$ cat src/rtl/lamp_card_responder.sv
// lamp_card_responder
//
// Target-side model of one lamp card on the parallel lamp bus. It decodes
// board select, address and the active-low read/write/test/reset strobes,
// holds seven 8-bit registers plus an accepted-write counter, and drives the
// shared data port during reads.
//
// Optional feature macro: LAMP_RESPONDER_ADC_SIM_EN
//   defined   - register 6 is read-only and counts completed non-test reads
//               (simulated ADC sample)
//   undefined - register 6 is a plain read/write register
//
// Parameters:
//   BOARD_ID     board select value this card answers to
//   SYNC_STAGES  synchronizer depth on all bus inputs (>= 2)
//
// Ports:
//   clock           system clock
//   reset_n         asynchronous active-low reset
//   data_in         data port pins as seen by this card
//   data_out        data driven during reads
//   data_oe         1 = drive the data port (tristated at top level otherwise)
//   AddessPortPin   register address
//   BOARD_X         board select
//   RdP             read strobe, active-low
//   WrP             write strobe, active-low
//   TestAddressP    test qualifier, active-low
//   LampResetPin    lamp reset, active-low
//   lamp_state      {reg5..reg0}
//   protocol_error  sticky, set when RdP and WrP are low together

module lamp_card_responder #(
    parameter logic [3:0] BOARD_ID    = 4'h0,
    parameter int         SYNC_STAGES = 2
) (
    input  logic        clock,
    input  logic        reset_n,
    input  logic [7:0]  data_in,
    output logic [7:0]  data_out,
    output logic        data_oe,
    input  logic [2:0]  AddessPortPin,
    input  logic [3:0]  BOARD_X,
    input  logic        RdP,
    input  logic        WrP,
    input  logic        TestAddressP,
    input  logic        LampResetPin,
    output logic [47:0] lamp_state,
    output logic        protocol_error
);

    localparam int BUS_W = 19;

    localparam logic [1:0] ST_IDLE  = 2'd0;
    localparam logic [1:0] ST_WRITE = 2'd1;
    localparam logic [1:0] ST_READ  = 2'd2;
    localparam logic [1:0] ST_ERR   = 2'd3;

    // Address 7 is the counter; under the ADC option address 6 is read-only.
    function automatic logic is_writable(input logic [2:0] a);
`ifdef LAMP_RESPONDER_ADC_SIM_EN
        return (a != 3'd7) && (a != 3'd6);
`else
        return (a != 3'd7);
`endif
    endfunction

    logic [BUS_W-1:0] bus_raw;
    logic [BUS_W-1:0] sync_q [SYNC_STAGES];
    logic [BUS_W-1:0] bus_s;

    logic [7:0] data_s;
    logic [2:0] addr_s;
    logic [3:0] bx_s;
    logic       rd_s, wr_s, test_s, lrst_s;

    logic       rd_q_p0, wr_q_p0;

    logic       rd_fall_p1, rd_rise_p1, wr_fall_p1, wr_rise_p1;
    logic       rd_lvl_p1, wr_lvl_p1, lrst_lvl_p1, test_p1;
    logic [2:0] addr_p1;
    logic [7:0] data_p1;
    logic [3:0] bx_p1;

    logic [1:0] state;
    logic [7:0] lamp_reg [8];
    logic [7:0] wr_count;
    logic       board_match;
`ifdef LAMP_RESPONDER_ADC_SIM_EN
    logic       read_is_test;
`endif

    assign bus_raw = {LampResetPin, TestAddressP, WrP, RdP, BOARD_X, AddessPortPin, data_in};

    // Synchronizer chain: every bus input, reset to idle-high.
    always_ff @(posedge clock or negedge reset_n) begin
        if (!reset_n) begin
            for (int i = 0; i < SYNC_STAGES; i++) begin
                sync_q[i] <= '1;
            end
        end else begin
            sync_q[0] <= bus_raw;
            for (int i = 1; i < SYNC_STAGES; i++) begin
                sync_q[i] <= sync_q[i-1];
            end
        end
    end

    assign bus_s  = sync_q[SYNC_STAGES-1];
    assign data_s = bus_s[7:0];
    assign addr_s = bus_s[10:8];
    assign bx_s   = bus_s[14:11];
    assign rd_s   = bus_s[15];
    assign wr_s   = bus_s[16];
    assign test_s = bus_s[17];
    assign lrst_s = bus_s[18];

    // Stage p0: previous strobe levels for edge detection.
    always_ff @(posedge clock or negedge reset_n) begin
        if (!reset_n) begin
            rd_q_p0 <= 1'b1;
            wr_q_p0 <= 1'b1;
        end else begin
            rd_q_p0 <= rd_s;
            wr_q_p0 <= wr_s;
        end
    end

    // Stage p1: registered edge pulses, levels and qualifiers, all aligned.
    always_ff @(posedge clock or negedge reset_n) begin
        if (!reset_n) begin
            rd_fall_p1  <= 1'b0;
            rd_rise_p1  <= 1'b0;
            wr_fall_p1  <= 1'b0;
            wr_rise_p1  <= 1'b0;
            rd_lvl_p1   <= 1'b1;
            wr_lvl_p1   <= 1'b1;
            lrst_lvl_p1 <= 1'b1;
            test_p1     <= 1'b1;
            addr_p1     <= '0;
            data_p1     <= '0;
            bx_p1       <= '0;
        end else begin
            rd_fall_p1  <= rd_q_p0 & ~rd_s;
            rd_rise_p1  <= ~rd_q_p0 & rd_s;
            wr_fall_p1  <= wr_q_p0 & ~wr_s;
            wr_rise_p1  <= ~wr_q_p0 & wr_s;
            rd_lvl_p1   <= rd_s;
            wr_lvl_p1   <= wr_s;
            lrst_lvl_p1 <= lrst_s;
            test_p1     <= test_s;
            addr_p1     <= addr_s;
            data_p1     <= data_s;
            bx_p1       <= bx_s;
        end
    end

    assign board_match = (bx_p1 == BOARD_ID);

    // Stage p2: bus FSM, register file, counter and data port.
    always_ff @(posedge clock or negedge reset_n) begin
        if (!reset_n) begin
            state          <= ST_IDLE;
            data_out       <= 8'h00;
            data_oe        <= 1'b0;
            protocol_error <= 1'b0;
            wr_count       <= 8'h00;
            for (int i = 0; i < 8; i++) begin
                lamp_reg[i] <= 8'h00;
            end
`ifdef LAMP_RESPONDER_ADC_SIM_EN
            read_is_test   <= 1'b0;
`endif
        end else if (!lrst_lvl_p1) begin
            // Lamp reset wins over everything; the counter survives it.
            for (int i = 0; i < 7; i++) begin
                lamp_reg[i] <= 8'h00;
            end
            data_oe <= 1'b0;
            state   <= ST_IDLE;
        end else if (!rd_lvl_p1 && !wr_lvl_p1) begin
            // Bus collision: abort, commit nothing, hold in ERR until both release.
            protocol_error <= 1'b1;
            data_oe        <= 1'b0;
            state          <= ST_ERR;
        end else begin
            case (state)
                ST_IDLE: begin
                    if (wr_fall_p1 && board_match) begin
                        state <= ST_WRITE;
                        if (is_writable(addr_p1)) begin
                            lamp_reg[addr_p1] <= data_p1;
                            wr_count          <= wr_count + 8'd1;
                        end
                    end else if (rd_fall_p1 && board_match) begin
                        state   <= ST_READ;
                        data_oe <= 1'b1;
                        if (!test_p1) begin
                            data_out <= {BOARD_ID, 1'b0, addr_p1};
                        end else if (addr_p1 == 3'd7) begin
                            data_out <= wr_count;
                        end else begin
                            data_out <= lamp_reg[addr_p1];
                        end
`ifdef LAMP_RESPONDER_ADC_SIM_EN
                        read_is_test <= ~test_p1;
`endif
                    end
                end
                ST_WRITE: begin
                    if (wr_rise_p1) begin
                        state <= ST_IDLE;
                    end
                end
                ST_READ: begin
                    if (rd_rise_p1) begin
                        state   <= ST_IDLE;
                        data_oe <= 1'b0;
`ifdef LAMP_RESPONDER_ADC_SIM_EN
                        // Next simulated sample only once this read has been returned.
                        if (!read_is_test) begin
                            lamp_reg[6] <= lamp_reg[6] + 8'd1;
                        end
`endif
                    end
                end
                default: begin
                    if (rd_lvl_p1 && wr_lvl_p1) begin
                        state <= ST_IDLE;
                    end
                end
            endcase
        end
    end

    // Lamp outputs trail the register file by one clock.
    always_ff @(posedge clock or negedge reset_n) begin
        if (!reset_n) begin
            lamp_state <= '0;
        end else begin
            lamp_state <= {lamp_reg[5], lamp_reg[4], lamp_reg[3],
                           lamp_reg[2], lamp_reg[1], lamp_reg[0]};
        end
    end

endmodule

$ cat config.mk
export PLATFORM = sky130hd
export DESIGN_NAME = lamp_card_responder
export DESIGN_NICKNAME = d
export VERILOG_FILES = /design/src/rtl/lamp_card_responder.sv
export SDC_FILE = /design/constraint.sdc
export NUM_CORES = 1
export LEC_CHECK = 0
export BUFFER_PORTS_ARGS = -buffer_cell sky130_fd_sc_hd__buf_2
export CAP_MARGIN = 15
export CORE_AREA = 2 2 95 143
export DETAILED_ROUTE_END_ITERATION = 16
export DIE_AREA = 0 0 97 145
export MAX_ROUTING_LAYER = met4
export PLACE_DENSITY = 0.8
export SYNTH_ARGS = -nofsm -noshare
export SYNTH_HDL_FRONTEND = slang
export SYNTH_SLANG_ARGS = --single-unit
$ cat constraint.sdc
create_clock -name clock -period 1.8 [get_ports clock]
set_clock_uncertainty 0.15 [all_clocks]
set_input_delay 0.09 -clock clock [delete_from_list [all_inputs] [get_ports clock]]
set_output_delay 0.09 -clock clock [all_outputs]
set_load 0.02 [all_outputs]
# Yosys cells after proc, flatten, opt, wreduce, memory -nomap -nowiden
# Cells that the tools add are included.
# W data, S select, Z words.
dict set report totals {
  ff_bits 193
  latch_bits 0
  ram_bits 0
  mem_bits_ro 0
  in_bits 21
  output_inout_bits 58
  mem_count 0
}
dict set report op_classes {
  n_addsub 1
  mul 0
  div 0
  magnitude_cmp 2
  n_eq_ne 15
  n_shift 0
  mux 27
  bitwise 11
  reduce_logical 15
}
# cell count
set op_table {}
lappend op_table {{$mux W64} 4}
lappend op_table {{$bwmux W64} 1}
lappend op_table {{$mux W56} 1}
lappend op_table {{$mux W8} 5}
lappend op_table {{$bmux W8 S3} 1}
lappend op_table {{$demux W8 S3} 1}
lappend op_table {{$ne A4 B4 Y1 const B} 4}
lappend op_table {{$mux W2} 7}
lappend op_table {{$reduce_and A4 Y1} 3}
lappend op_table {{$reduce_and A5 Y1} 2}
lappend op_table {{$add A8 B1 Y8 const B} 1}
lappend op_table {{$ne A2 B1 Y1 const B} 3}
lappend op_table {{$ne A6 B1 Y1 const B} 1}
lappend op_table {{$not A1 Y1} 6}
lappend op_table {{$pmux W2 S3} 1}
lappend op_table {{$logic_and A1 B1 Y1} 5}
lappend op_table {{$mux W1} 5}
lappend op_table {{$ne A5 B5 Y1 const B} 1}
lappend op_table {{$and A1 B1 Y1} 4}
lappend op_table {{$ge A4 B4 Y1 const B} 1}
lappend op_table {{$logic_not A4 Y1} 1}
lappend op_table {{$lt A4 B1 Y1 const B} 1}
lappend op_table {{$ne A4 B1 Y1 const B} 1}
lappend op_table {{$not A3 Y4} 1}
lappend op_table {{other kinds (9)} 10}

# Longest topological paths before layout
# Gate-level depths: netlist of the first run.
dict set report depth {
  depth_word 11
  mapped_depth 7
}

# Least setup slack after synthesis of the first run
# Ideal clock, no wire load.
dict set report synth_timing {
  path_kind {register -> register}
  start {reg wr_lvl_p1}
  end {reg wr_count[1]}
  arrival_time_ns 1.655
  required_ns 1.522
  slack_ns -0.132
  path_stages_with_launch 7
  n_path_buf 2
  synth_period_minus_slack_ns 1.932
  path_cell_list {dfstp_2 -> buf_2 -> o21a_1 -> and4_1 -> clkbuf_1 -> and2_1 -> mux2_1}
}
dict set report synth_between {
  elab_chain_cells 4
}
# element line
set synth_rtl {}
lappend synth_rtl {{start, declared} 79} ;# logic rd_lvl_p1, wr_lvl_p1, lrst_lvl_p1, test_p1;
lappend synth_rtl {{start signal, assigned} 148} ;# wr_lvl_p1 <= wr_s;
lappend synth_rtl {{$logic_not A1 Y1} 180} ;# end else if (!rd_lvl_p1 && !wr_lvl_p1) begin
lappend synth_rtl {{$logic_and A1 B1 Y1} 180}
lappend synth_rtl {{$not A1 Y1 (no source line)} -}
lappend synth_rtl {{$reduce_and A5 Y1 (no source line)} -}
lappend synth_rtl {{end signal, assigned} 192} ;# wr_count <= wr_count + 8'd1;
lappend synth_rtl {{end, declared} 86} ;# logic [7:0] wr_count;
# No other way between the ends.
# A chain may end at the register's enable or synchronous reset.

# Worst setup path after layout of the first run
dict set report layout_timing {
  start {reg bx_p1[1]}
  end {reg lamp_reg[48] (netlist bit)}
}
dict set report layout_between {
  elab_chain_cells 4
}
# element line
set layout_rtl {}
lappend layout_rtl {{start, declared} 82} ;# logic [3:0] bx_p1;
lappend layout_rtl {{start signal, assigned} 153} ;# bx_p1 <= bx_s;
lappend layout_rtl {{$logic_not A4 Y1} 157} ;# assign board_match = (bx_p1 == BOARD_ID);
lappend layout_rtl {{$logic_and A1 B1 Y1} 188} ;# if (wr_fall_p1 && board_match) begin
lappend layout_rtl {{$ne A2 B1 Y1 (no source line)} -}
lappend layout_rtl {{$reduce_and A4 Y1 (no source line)} -}
lappend layout_rtl {{end signal, assigned by index} 191} ;# lamp_reg[addr_p1] <= data_p1;
lappend layout_rtl {{end, declared} 85} ;# logic [7:0] lamp_reg [8];
# No other way between the ends.

==> results of run 1 <==
-- cell families after synthesis --
group | after synthesis
muxes | 24
DFF | 185
xor gates and xnor gates | 7
and+or+nand+nor | 68
AOI/OAI and AO/OA | 104
buffers and inverters | 20
adders and majority gates | 1
-- final cells by class --
class	instances	share of cell area (%)
sequential	185	57.02
multi-input combinational	204	20.80
timing repair buffer	144	12.35
clock buffer	19	5.528
tap	159	2.422
clock inverter	13	1.645
inverter	5	0.2284
-- worst max-delay path, cell delays in order, from the launching register on --
cell,delay [ps]
dfrtp_1,400
nor3_4,290
nand3_2,180
o31a_1,450
a22o_1,290
-- final timing paths --
path | from | to | cells after the start
max in group asynchronous | reset_n | bus_s[3] | 3
setup reg to reg | bx_p1[1] | lamp_reg[48] | 4
hold / removal | reset_n | rd_rise_p1 | 2
min in group clock | data_in[7] | sync_q[26] | 2
setup / recovery | bx_p1[1] | lamp_reg[48] | 4
hold reg to reg | sync_q[31] | bus_s[12] | 0
-- metrics by stage --
| step | hold WS (ps) | setup TNS, ps | cell area (um2) | total power (W) |
|---|---|---|---|---|
| after floorplan | -355.6 | 0 | 6410 | 0.004555 |
| after detailed placement | -83.11 | -1236 | 7274 | 0.004789 |
| after global routing | 88.94 | -4517 | 8215 | 0.008713 |
| after CTS | 48.53 | -545.4 | 8092 | 0.008464 |
| final | 29.06 | -683.8 | 8215 | 0.008413 |
| after global placement | -87.66 | -153.8 | 7274 | 0.004772 |
-- timing repair --
action / in CTS / in global routing
gates resized for setup: 8 / 20
hold endpoints to repair: 171 / 0
buffers inserted: 1 / 6
hold buffers: 20 / 0
setup endpoints to repair: 55 / 65
pin swaps: 8 / 36
-- cell usage after synthesis (2+ instances only) --
cell / count
dfrtp_1: 143
a31oi_1: 2
mux2i_1: 15
nor2_1: 9
nor3_2: 7
buf_2: 8
nor3b_1: 3
o31ai_1: 2
o21a_1: 2
mux4_2: 3
a22o_1: 60
dfstp_2: 42
and3_1: 3
o21ai_0: 7
nand4_1: 4
clkbuf_1: 7
a211oi_1: 2
nand2b_1: 6
inv_1: 5
mux2_2: 5
o221ai_1: 8
nand3_1: 10
o31a_1: 9
nand2_1: 9
nor2b_1: 5
a21oi_1: 5
xnor2_1: 7
and4_1: 2
-- power by group through the flow --
| stage | combinational (W) | sequential (W) | clock [W] |
|---|---|---|---|
| floorplan | 0.000147 | 0.00441 | 0 |
| global placement | 0.000352 | 0.00442 | 0 |
| detailed placement | 0.000363 | 0.00443 | 0 |
| CTS | 0.000406 | 0.00435 | 0.00371 |
| global route | 0.000458 | 0.00436 | 0.00389 |
| finish | 0.000420 | 0.00435 | 0.00364 |
-- metal layers --
| metal | up-vias | GRT usage (%) | wire, um |
|---|---|---|---|
| met5 | - | - | 0 |
| li1 | 1818 | - | - |
| met2 | 165 | 35.49 | 7406 |
| met3 | 46 | 4.432 | 687 |
| met4 | 0 | 10.77 | 552 |
| met1 | 2058 | 24.89 | 5520 |
==> run summary, run 1 <==
Status = finished, violations left
Failing checks = negative setup slack
Slew headroom = 66.99%
Final GP Congestion = 0.8839
FMAX = 0.5344 GHz
Max reg flops = 56
Setup crit end kind = flop
Buffers on Ports = 78
Switching part of the total = 22.91%
Top FF cell, synth = dfrtp_1
Congestion Overflow GR = 0
Post-synthesis mux area share = 4.460%
Seq pwr share = 51.7%
Via density = 5.606
Synthesized flop and latch total = 185
Clock root cell = clkbuf_16
Clock Path Buffers = 2
Footprint of the multi-input gates = 1709 um2
Max cap viols = 0
Critical path type = flop to flop
Sequential share of the synthesized area = 73.20%
P&R area growth vs syn = 28.44%
Largest vdd supply drop = 0.0006436 V
First-pass GRT wire length = 22800 um
Clock share of power = 43.3%
Via count = 4087
Flop-to-flop setup slack = -70 ps
Max Slew Vio Count = 0
Starting Density = 49.87%
Core region area = 12830 um2
Dpl cells = 670
Power Density = 1024 nW/um2
Setup WS pre-CTS = -89.12 ps
Final core utilization = 64.05%
Antenna Cells = 0
Largest cells by area after synthesis = dfrtp_1 (56%), dfstp_2 (17%), a22o_1 (8.2%)
Layout cell share with drive strength beyond 1 = 40.88%
DRC Markers = 0
GRT Total Usage = 21.47%
Die H = 145 um
Synth Area in Compound Gates = 13.20%
Clk_lat worst skew = 420 ps
Initial antenna violation count = 0
Vias in the first global route = 4273
Yosys cell types = 47
Syn. warnings = 0
NetSw = 0.001927 W
Routed Antenna Nets = 0
Largest net degree at the start of global routing = 52
Setup ws final = -71.21 ps
Minimum clock period after layout = 1871 ps
Worst-margin pin slew = 495.1 ps
CTS tree = done
Syn_area_per_cell = 15.64 um2
Post-synth EDFFs = 0
Simple logic cell fraction of the synthesized area = 6.651%
Routed wire per std cell = 19.43 um
Mapped Area = 6396 um2
H-tree Lvls = 4
Commonest non-fill, non-tap cells in the layout = dfrtp_1 (141), buf_2 (77), a22o_1 (60)
Die area = 14070 um2
Syn nets = 431
Most common cell after layout, fill and taps aside = dfrtp_1
Post-synthesis cell count = 409
Crit-path max FO = 8
Power share of the combinational group = 5.0%
Routed wire length = 14170 um
Total of fill cells in the finished design = 893
Final Hold Vio Count = 0
Core Rows = 51
Synth Area in XOR/XNOR = 0.9585%
I/O pin cnt = 79
Register Area = 4684 um2
Die width = 97 um
Cell taking the most area after synthesis = dfrtp_1
Clock sink count = 185
Yosys top cell area share = 55.95%
WP data arrival = 2030 ps
Main combinational cell family by area after synthesis = compound AO/OA/AOI/OAI gates
Initial DRC Count = 366
CP Launch Type = flop
Fin crit share = 104.0%
Total CTS buffers = 17
Drt first pass iters = 5
CP required = 1960 ps
Detailed Place HPWL = 9530 um
Clock slew at reported path FFs = 70 ps
Final setup violation count = 22
Leak pwr = 3.985 nW
Fin cells = 729
Area share of fa/ha/maj cells after synthesis = 0.1956%
Hold Crit Class = primary input to async pin
# nets final = 579
Asr flop ratio synth = 100.0%
RSZ-0062 raised after global routing = yes
Cell Int Power = 0.006485 W
No activity file was read; power rests on OpenSTA's default activity.
==> run 2, diff against run 1 <==
--- a/config.mk
+++ b/config.mk
@@ -5,13 +5,14 @@
 export SDC_FILE = /design/constraint.sdc
 export NUM_CORES = 1
 export LEC_CHECK = 0
+export ABC_AREA = 1
 export BUFFER_PORTS_ARGS = -buffer_cell sky130_fd_sc_hd__buf_2
 export CAP_MARGIN = 15
-export CORE_AREA = 2 2 95 143
+export CORE_AREA = 2 2 98 148
 export DETAILED_ROUTE_END_ITERATION = 16
-export DIE_AREA = 0 0 97 145
+export DIE_AREA = 0 0 100 150
 export MAX_ROUTING_LAYER = met4
-export PLACE_DENSITY = 0.8
+export PLACE_DENSITY = 0.81
 export SYNTH_ARGS = -nofsm -noshare
 export SYNTH_HDL_FRONTEND = slang
 export SYNTH_SLANG_ARGS = --single-unit
==> run summary, run 2 <==
Core Rows = 53 (was 51)
Most common cell after layout, fill and taps aside = nand2_1 (was dfrtp_1)
Syn nets = 715 (was 431)
Cell taking the most area after synthesis = dfrtp_1 (unchanged)
Synthesized flop and latch total = 185 (unchanged)
Post-synth EDFFs = 0 (unchanged)
Max reg flops = 56 (unchanged)
Syn_area_per_cell = 10.09 um2 (was 15.64 um2)
Final Hold Vio Count = 0 (unchanged)
P&R area growth vs syn = 25.49% (was 28.44%)
Top FF cell, synth = dfrtp_1 (unchanged)
Die area = 15000 um2 (was 14070 um2)
CP Launch Type = flop (unchanged)
Worst-margin pin slew = 471.6 ps (was 495.1 ps)
H-tree Lvls = 4 (unchanged)
Critical path type = flop to flop (unchanged)
Final core utilization = 63.60% (was 64.05%)
Power Density = 970.4 nW/um2 (was 1024 nW/um2)
FMAX = 0.5652 GHz (was 0.5344 GHz)
Via density = 5.364 (was 5.606)
CTS tree = done (unchanged)
CP most frequent cell = nand2_1
Crit-path max FO = 8 (unchanged)
Routed Antenna Nets = 0 (unchanged)
Starting Density = 50.68% (was 49.87%)
Largest vdd supply drop = 0.0006848 V (was 0.0006436 V)
Hold Crit Class = primary input to async pin (unchanged)
Sequential share of the synthesized area = 66.98% (was 73.20%)
GRT Total Usage = 24.14% (was 21.47%)
Clock Path Buffers = 2 (unchanged)
Total CTS buffers = 17 (unchanged)
CP required = 1970 ps (was 1960 ps)
Routed wire length = 16170 um (was 14170 um)
Post-synthesis cell count = 693 (was 409)
Largest cells by area after synthesis = dfrtp_1 (51%), dfstp_2 (16%), nand2_1 (9.8%) (was dfrtp_1 (56%), dfstp_2 (17%), a22o_1 (8.2%))
Synth top cells by count = nand2_1 (182), dfrtp_1 (143), nand3_1 (134) (was dfrtp_1 (143), a22o_1 (60), dfstp_2 (42))
Buffers on Ports = 78 (unchanged)
Dpl cells = 959 (was 670)
Fin crit share = 98.29% (was 104.0%)
Max incr delay on CP = 420 ps (was 450 ps)
Initial antenna violation count = 0 (unchanged)
Final GP Congestion = 1.006 (was 0.8839)
Antenna Cells = 0 (unchanged)
Clock sink count = 185 (unchanged)
Core region area = 13790 um2 (was 12830 um2)
I/O pin cnt = 79 (unchanged)
# nets final = 857 (was 579)
Hold WS = 4.466 ps (was 29.06 ps)
Initial DRC Count = 520 (was 366)
Detailed Place HPWL = 11050 um (was 9530 um)
Layout cell share with drive strength beyond 1 = 28.42% (was 40.88%)
Top-count cell post-synth = nand2_1 (was dfrtp_1)
RSZ-0062 raised after global routing = yes (unchanged)
Worst Reg-to-Reg Cells = 10 (was 4)
Largest net degree at the start of global routing = 69 (was 52)
Die H = 150 um (was 145 um)
Setup crit end kind = flop (unchanged)
CP max-delay cell = dfrtp_2 (was o31a_1)
Commonest non-fill, non-tap cells in the layout = nand2_1 (175), dfrtp_1 (141), nand3_1 (132) (was dfrtp_1 (141), buf_2 (77), a22o_1 (60))
Final setup violation count = 0 (was 22)
Clock slew at reported path FFs = 70 ps (about the same)
Worst R2R End = data_out[6] (was lamp_reg[48])
Clk_lat worst skew = 430 ps (was 420 ps)
Minimum clock period after layout = 1769 ps (was 1871 ps)
Drt first pass iters = 5 (unchanged)
Status = completed (was finished, violations left)
Setup_tns = 0 ps (was -683.8 ps)
Worst r2r src = addr_p1[2] (was bx_p1[1])
DRC Markers = 0 (unchanged)
Yosys cell types = 27 (was 47)
Clock root cell = clkbuf_16 (unchanged)
Congestion Overflow GR = 0 (unchanged)
Max Slew Vio Count = 0 (unchanged)
Vias in the first global route = 5380 (was 4273)
Syn. warnings = 0 (unchanged)
Die width = 100 um (was 97 um)
WP data arrival = 1940 ps (was 2030 ps)
Yosys top cell area share = 51.19% (was 55.95%)
Critical path origin = addr_p1[2] (was bx_p1[1])
Mapped Area = 6990 um2 (was 6396 um2)
Leak pwr = 4.694 nW (was 3.985 nW)
Worst-path cell chain = buf_4, nor2_2, nand2_1, clkinv_1, nand2_1, nand2_1, nor2_1, nand3_1, nand2_1, nand2_1 (was nor3_4, nand3_2, o31a_1, a22o_1)
Via count = 5434 (was 4087)
Max cap viols = 0 (unchanged)
Flop-to-flop setup slack = 30 ps (was -70 ps)
Asr flop ratio synth = 100.0% (unchanged)
Routed wire per std cell = 15.96 um (was 19.43 um)
Fin cells = 1013 (was 729)
First-pass GRT wire length = 26480 um (was 22800 um)
Slew headroom = 68.56% (was 66.99%)
==> run 2: cell types whose count changed after synthesis, moves of 8 or more <==
cell	before	now
inv_1	5	35
nand3_1	10	134
mux2i_1	15	0
nor2_1	9	46
nor3_1	0	13
a22o_1	60	0
nand2_1	9	182
o31a_1	9	0
o221ai_1	8	0
nand4_1	4	23
==> run 2: worst max-delay path, delay by kind of cell, from the launching register on <==
kind                   cells  cell delay, ps
AND/OR/NAND/NOR            8             740
flip-flops                 1             420
buffers and inverters      2             340
==> run 2: cells by family (layout without fill, tap and decap cells) <==
logic type | count (synthesis) | in the layout | share of synthesized area, %
and+or+nand+nor | 412 | 412 | 26.29
DFF | 185 | 185 | 66.98
buffers and inverters | 72 | 227 | 4.510
AOI/OAI and AO/OA | 17 | 17 | 1.289
xor gates and xnor gates | 6 | 6 | 0.7517
adders and majority gates | 1 | 1 | 0.1790
==> run 2: power breakdown <==
group,switching [W],internal [W]
sequential,0.0000623,0.00430
combinational,0.000404,0.000219
clock,0.00163,0.00189
==> run 2: what timing repair did <==
action,CTS,global route
pin swaps,0,2
hold endpoints to repair,181,0
endpoints found under the setup margin,7,64
resized for setup,1,25
hold buffers,20,0
setup buffers,0,2
==> run 2: metrics by stage <==
step	power [W]	setup slack, ps	instance area (um2)
finish	0.008513	30.75	8772
global route	0.008847	-51.69	8772
CTS	0.008569	26.89	8677
detailed placement	0.005002	1.800	7909
global placement	0.004987	35.54	7909
floorplan	0.004716	45.38	6990
==> run 2: routing by layer <==
metal	GRT usage, %	wire, um	part of all wire (%)	vias up
met3	4.671	873	5.4	66
met2	38.72	8144	50	245
met4	14.66	924	5.7	0
li1	-	-	-	2549
met1	28.05	6229	39	2574
met5	-	0	0	-
==> run 2: worst max path at each step <==
stage / to / slack [ps] / cells after the start
detailed placement: lamp_reg[29] / 2 / 8
global placement: lamp_reg[29] / 40 / 8
global route: data_out[1] / -50 / 8
CTS: lamp_reg[55] / 30 / 7
floorplan: data_out[3] / 50 / 8
finish: data_out[6] / 30 / 10
==> run 2: layout make-up <==
type	instances	area, um2
inverter	42	160.2
timing repair buffer	153	1089
clock buffer	19	454.2
tap	165	206.4
fill	1098	5021
sequential	185	4684
multi-input combinational	436	2069
clock inverter	13	108.9
